==> config.mk <==
export PLATFORM = sky130hd
export DESIGN_NAME = seq_divider
export DESIGN_NICKNAME = d
export VERILOG_FILES = /design/src/rtl/div_pkg.sv /design/src/rtl/div_step.sv /design/src/rtl/seq_divider.sv
export SDC_FILE = /design/constraint.sdc
export NUM_CORES = 1
export LEC_CHECK = 0
export CORE_MARGIN = 2
export CORE_UTILIZATION = 52
export DETAILED_ROUTE_END_ITERATION = 10
export PLACE_DENSITY = 0.8
export SLEW_MARGIN = 30
export SYNTH_ARGS = -nofsm -noshare
export SYNTH_HDL_FRONTEND = slang
export SYNTH_SLANG_ARGS = --single-unit
==> constraint.sdc <==
create_clock -name clk -period 2.65 [get_ports clk]
set_input_delay 0.795 -clock clk [delete_from_list [all_inputs] [get_ports clk]]
set_output_delay 0.795 -clock clk [all_outputs]
set_load 0.02 [all_outputs]
==> src/rtl/div_pkg.sv <==
// Shared constants and FSM encoding for the sequential restoring divider.
package div_pkg;

  localparam int N_W_DEFAULT   = 13;
  localparam int D_W_DEFAULT   = 6;
  localparam int CNT_W_DEFAULT = $clog2(N_W_DEFAULT + 1);

  typedef enum logic [1:0] {
    IDLE = 2'd0,
    CALC = 2'd1,
    FIX  = 2'd2
  } state_t;

endpackage

==> src/rtl/div_step.sv <==
// One combinational restoring-division step: shift in a dividend bit, trial-subtract the divisor.
module div_step #(
  parameter int D_W = 6
) (
  input  logic [D_W-1:0] rem,
  input  logic           bit_in,
  input  logic [D_W-1:0] dvs,
  output logic [D_W-1:0] rem_nx,
  output logic           q_bit
);

  logic        [D_W:0]   shifted;
  logic signed [D_W+1:0] diff;
  logic                  unused_diff;

  // The shifted value never exceeds 2*dvs-1, so both kept results fit back into D_W bits.
  always_comb begin
    shifted = {rem, bit_in};
    diff    = $signed({1'b0, shifted}) - $signed({2'b00, dvs});
    q_bit   = ~diff[D_W+1];
    rem_nx  = q_bit ? diff[D_W-1:0] : shifted[D_W-1:0];
  end

  assign unused_diff = diff[D_W];

endmodule

==> src/rtl/seq_divider.sv <==
// Sequential restoring divider, one quotient bit per clock, start/busy/done handshake.
// Optional two's-complement mode is built when SEQ_DIVIDER_SIGNED_EN is defined.
module seq_divider
  import div_pkg::*;
#(
  parameter int N_W = N_W_DEFAULT,
  parameter int D_W = D_W_DEFAULT
) (
  input  logic           clk,
  input  logic           rst,
  input  logic           start,
  input  logic           t,
  input  logic [N_W-1:0] A,
  input  logic [D_W-1:0] B,
  output logic           busy,
  output logic           done,
  output logic [N_W-1:0] Q,
  output logic [D_W-1:0] R,
  output logic           dbz,
  output logic           ovf
);

  localparam int CNT_W = $clog2(N_W + 1);

  state_t           state;
  state_t           state_nx;
  logic [CNT_W-1:0] cnt;
  logic             accept;
  logic             b_zero;

  logic [N_W-1:0]   work;
  logic [D_W-1:0]   rem;
  logic [D_W-1:0]   dvs;
  logic             dbz_pend;

  logic [N_W-1:0]   a_mag;
  logic [D_W-1:0]   b_mag;
  logic [N_W-1:0]   fix_q;
  logic [D_W-1:0]   fix_r;
  logic [D_W-1:0]   rem_nx;
  logic             q_bit;

  assign accept = (state == IDLE) && start;
  assign b_zero = (B == '0);

`ifdef SEQ_DIVIDER_SIGNED_EN
  localparam logic signed [N_W-1:0] A_MIN = {1'b1, {(N_W-1){1'b0}}};

  function automatic logic [N_W-1:0] neg_n(input logic [N_W-1:0] x);
    return ~x + N_W'(1);
  endfunction

  function automatic logic [D_W-1:0] neg_d(input logic [D_W-1:0] x);
    return ~x + D_W'(1);
  endfunction

  logic a_neg;
  logic b_neg;
  logic ovf_det;
  logic q_neg;
  logic r_neg;
  logic ovf_pend;

  // Magnitude of the most negative dividend is 2^(N_W-1), still representable unsigned.
  assign a_neg   = t & A[N_W-1];
  assign b_neg   = t & B[D_W-1];
  assign ovf_det = t && (A == A_MIN) && (B == '1);
  assign a_mag   = a_neg ? neg_n(A) : A;
  assign b_mag   = b_neg ? neg_d(B) : B;
  assign fix_q   = q_neg ? neg_n(work) : work;
  assign fix_r   = (r_neg && (rem != '0)) ? neg_d(rem) : rem;

  always_ff @(posedge clk) begin
    if (accept) begin
      q_neg    <= !b_zero && (a_neg ^ b_neg);
      r_neg    <= !b_zero && a_neg;
      ovf_pend <= ovf_det;
    end
  end

  always_ff @(posedge clk or posedge rst) begin
    if (rst) begin
      ovf <= 1'b0;
    end else if (state == FIX) begin
      ovf <= ovf_pend;
    end
  end
`else
  logic unused_t;

  assign unused_t = t;
  assign a_mag    = A;
  assign b_mag    = B;
  assign fix_q    = work;
  assign fix_r    = rem;
  assign ovf      = 1'b0;
`endif

  div_step #(
    .D_W (D_W)
  ) u_step (
    .rem    (rem),
    .bit_in (work[N_W-1]),
    .dvs    (dvs),
    .rem_nx (rem_nx),
    .q_bit  (q_bit)
  );

  always_ff @(posedge clk or posedge rst) begin
    if (rst) begin
      state <= IDLE;
      cnt   <= '0;
    end else begin
      state <= state_nx;
      if (accept) begin
        cnt <= CNT_W'(N_W);
      end else if (state == CALC) begin
        cnt <= cnt - CNT_W'(1);
      end
    end
  end

  always_comb begin
    state_nx = state;
    unique case (state)
      IDLE:    if (start) state_nx = b_zero ? FIX : CALC;
      CALC:    if (cnt == CNT_W'(1)) state_nx = FIX;
      FIX:     state_nx = IDLE;
      default: state_nx = IDLE;
    endcase
  end

  // Dividend register doubles as the quotient shift register; divide-by-zero preloads the answer.
  always_ff @(posedge clk) begin
    if (accept) begin
      dbz_pend <= b_zero;
      dvs      <= b_mag;
      if (b_zero) begin
        work <= '1;
        rem  <= A[D_W-1:0];
      end else begin
        work <= a_mag;
        rem  <= '0;
      end
    end else if (state == CALC) begin
      work <= {work[N_W-2:0], q_bit};
      rem  <= rem_nx;
    end
  end

  always_ff @(posedge clk or posedge rst) begin
    if (rst) begin
      busy <= 1'b0;
      done <= 1'b0;
      Q    <= '0;
      R    <= '0;
      dbz  <= 1'b0;
    end else begin
      busy <= (state == CALC);
      done <= (state == FIX);
      if (state == FIX) begin
        Q   <= fix_q;
        R   <= fix_r;
        dbz <= dbz_pend;
      end
    end
  end

endmodule

==> results of run 1 <==
-- registers in the layout, indices dropped and copies added (netlist names) --
name      count
Q            13
fix_q        13
R             6
dvs           6
fix_r         6
cnt           4
state         2
busy          1
dbz           1
dbz_pend      1
done          1
-- cells in the mapped netlist (all sizes together), types with 2 or more instances --
cell | n | area, um^2
nor3 | 3 | 15.0
buf | 3 | 16.3
o21ai | 20 | 100
mux2 | 22 | 251
inv | 12 | 45.0
ha | 8 | 100
nand3 | 8 | 40.0
a21oi | 6 | 37.5
dfrtp | 28 | 701
edfxtp | 26 | 781
mux2i | 4 | 40.0
nand2 | 29 | 109
xnor2 | 2 | 17.5
a21o | 2 | 17.5
nand3b | 2 | 15.0
nor2 | 5 | 18.8
xor2 | 2 | 17.5
clkbuf | 6 | 23.8
-- layout make-up --
type,count,share of cell area (%)
inverters,12,1.44
well taps,54,2.16
multi-input cells,125,28.7
flip-flops and latches,54,47.4
clock buffers,5,2.20
clock inverters,3,2.04
repair buffers,49,16.0
-- metrics by stage --
| step | setup slack (ns) | hold slack, ns | std cells | utilization (%) |
|---|---|---|---|---|
| 2_1_floorplan | 0.538 | 0.427 | 200 | - |
| 3_3_place_gp | 0.185 | 0.443 | 294 | 64.6 |
| 3_5_place_dp | 0.172 | 0.464 | 294 | 64.6 |
| 4_1_cts | 0.330 | 0.475 | 302 | 67.5 |
| 5_1_grt | 0.186 | 0.504 | 302 | 67.5 |
| 6_report | 0.343 | 0.481 | 302 | 67.5 |
-- cell usage in the layout, fill, tap and decap left out, types with 4 or more instances in the layout --
cell and instances:
edfxtp_1 26, dfrtp_1 28, nor2_1 5, o21ai_1 5, o21ai_0 15, clkbuf_8 5, ha_1 8, mux2_2 21
mux2i_1 4, nand3_1 8, buf_4 4, nand2_1 29, a21oi_1 4, clkdlybuf4s50_1 43, inv_1 12
-- cell families after synthesis --
| group | Yosys count | share of synthesized area (%) |
|---|---|---|
| flip-flops | 54 | 60.3 |
| multiplexers | 26 | 11.9 |
| other | 1 | 0.153 |
| adder cells (fa/ha/maj) | 9 | 4.89 |
| AND/OR/NAND/NOR | 53 | 9.67 |
| buffers and inverters | 21 | 3.46 |
| XOR/XNOR | 4 | 1.43 |
| AO/OA/AOI/OAI | 32 | 8.25 |
-- per-layer routing --
layer | vias to the layer above | share of wire [%] | global-route usage, % | routed length (um)
li1 | 793 | - | - | -
met1 | 805 | 45 | 24.1 | 2040
met2 | 36 | 51 | 34.7 | 2310
met3 | 4 | 3.3 | 4.83 | 151
met4 | 0 | 0.84 | 6.17 | 38
met5 | - | 0 | 0 | 0
-- critical path, cell delays in order, from the launching register on --
cell       delay (ns)
edfxtp_1         0.45
ha_1             0.37
a21oi_2          0.19
a21oi_2          0.09
a2111oi_4        0.60
mux2i_1          0.29
o21ai_1          0.08
-- how the worst min path moves through the flow --
stage / from / end / slack [ns]
2_1_floorplan: state[1] / state[1] / 0.43
3_3_place_gp: state[1] / state[1] / 0.44
3_5_place_dp: state[1] / state[1] / 0.46
4_1_cts: state[1] / state[1] / 0.47
5_1_grt: dbz_pend / dbz / 0.50
6_report: state[1] / state[1] / 0.48
-- power breakdown --
| part | switching, mW | total (mW) | leakage, nW | internal (mW) |
|---|---|---|---|---|
| clock | 0.259 | 0.632 | 0.0658 | 0.374 |
| sequential | 0.184 | 1.45 | 0.626 | 1.27 |
| combinational | 0.636 | 1.22 | 0.662 | 0.585 |
==> parameters.txt, run 1 <==
Parameter                              Value

Outcome
  Run status    complete, no violations

Route
  First DRT Iteration DRCs    69
  Drt wl/cell    15.0 um
  DR DRC count    0
  Final antenna-violating net count    0
  Routed via count divided by cell count    5.42
  Via count    1638
  DRT Wirelength    4.54 mm
  Pre-Repair DR Iteration Count    4

Global route
  Wire length of the first global-routing pass    8.06 mm
  Maximum number of pins on one net before global-route repair    29
  Global route total overflow    0
  Number of antenna violations at the first check in global routing    0
  Number of global-route vias before repair    1785
  Tot GR Track Use    19.8%

Critical path
  Critical path endpoint category    register
  Critical Path Start Type    register
  FF-to-FF setup slack    0.34 ns
  Highest net fanout along the worst path    6
  Startpoint of the worst setup timing path    fix_r[1]
  End of the critical path    fix_r[1]
  Critical Setup Path Class    register to register
  Cell depth of the worst flop-to-flop path    6
  Reg2Reg Capture Point    fix_r[1]
  Data arrival time at the worst-slack endpoint    2.37 ns
  Startpoint of the worst-slack reg-to-reg timing path    fix_r[1]
  Critical path required time    2.72 ns

Synth
  Net Count, Synth    232
  Sequential area share after synthesis    60.3%
  Async set-or-reset flop fraction in the synthesized netlist    51.9%
  Average size of a mapped cell    12.3 um^2
  Post-synthesis instance area    2460 um^2
  Cell variety after synth    36
  Yosys reg bits    54
  Cells after Synth    200
  Leading register cell type out of synthesis    dfrtp_1
  Count of flip-flops with a built-in enable after synthesis    26
  Number of warnings issued by yosys    0

STA
  RSZ-0062 raised after global routing    no
  Worst slew margin relative to its limit    60.1%
  Final count of negative-setup-slack endpoints    0
  Max-slew violation count    0
  Transition time at the pin with the least slew margin    0.599 ns
  Final worst clock skew    0.00519 ns
  Setup TNS after final layout    0 ns
  Crit path time final    2.31 ns
  Hold Violations, Final    0
  Final worst path period share    87.1%
  Fmax achieved    0.433 GHz

Run
  Number of max-capacitance violations reported    0

Layout
  ANT cells    0
  Filler Cell Count    366
  Layout-stage area growth over the synthesis result    27.2%
  Layout cells sized above 1    16.9%
  Register cell area after layout    1480 um^2
  Number of nets in the finished design    279
  Multi-input logic area    898 um^2
  Final Instance Area    3130 um^2

Power
  Power per cell area    1060 nW/um^2
  Leakage dissipation    1.35 nW
  Peak supply drop    457 uV
  Overall Power    3.31 mW

Floorplanning
  Starting density of the core    53.1%
  Area of the core    4630 um^2
  Number of rows created at floorplan    25
  Die span in x    72.7 um
  Top-level port count    46
  Die boundary height    72.7 um
  Floorplan die area    5290 um^2

Clock network
  H-tree depth    2
  Maximum buffer depth of the clock tree    2
  Post-CTS Hold Fix Bufs    0
  Clk Latency, worst-skew pair    0.31 ns
  Number of gates resized after cts    0
  Buffer type at the clock tree root    clkbuf_8
  Clock sink count    54
  Post-CTS setup buffers    0
  Num CTS Buffers    5
  TritonCTS clock tree    built
  Post-CTS clock slew at the launch and capture registers of the worst setup and hold paths    0.09 ns

Placement
  Post-DP HPWL    3.25 mm
  Count of buffers from port buffering    43
  Cell area after placement    2990 um^2
  Gpl congestion    0.866

Hold path
  Cells on Worst Hold Path    1
  Worst hold-check path type    register to register
Power figures use the tool's default switching activity.
==> run 2: changes to the inputs <==
--- a/constraint.sdc
+++ b/constraint.sdc
@@ -3,2 +3,2 @@
 set_output_delay 0.795 -clock clk [all_outputs]
-set_load 0.02 [all_outputs]
+set_load 0.005 [all_outputs]
==> results of run 2 <==
Same layout as run 1 (identical final DEF). Status: complete, no violations.
Main changes from that run: total power 3.31 mW -> 3.22 mW; worst IR drop on VDD 457 uV -> 456 uV
==> run 3: changes to the inputs <==
Settings changed: GPL_ROUTABILITY_DRIVEN set to 0, SKIP_CTS_REPAIR_TIMING set to 1.
==> results of run 3 <==
Same layout as run 1 (identical final DEF). Status: complete, no violations.
Main changes from that run: total power 3.31 mW -> 3.22 mW; worst IR drop on VDD 457 uV -> 456 uV
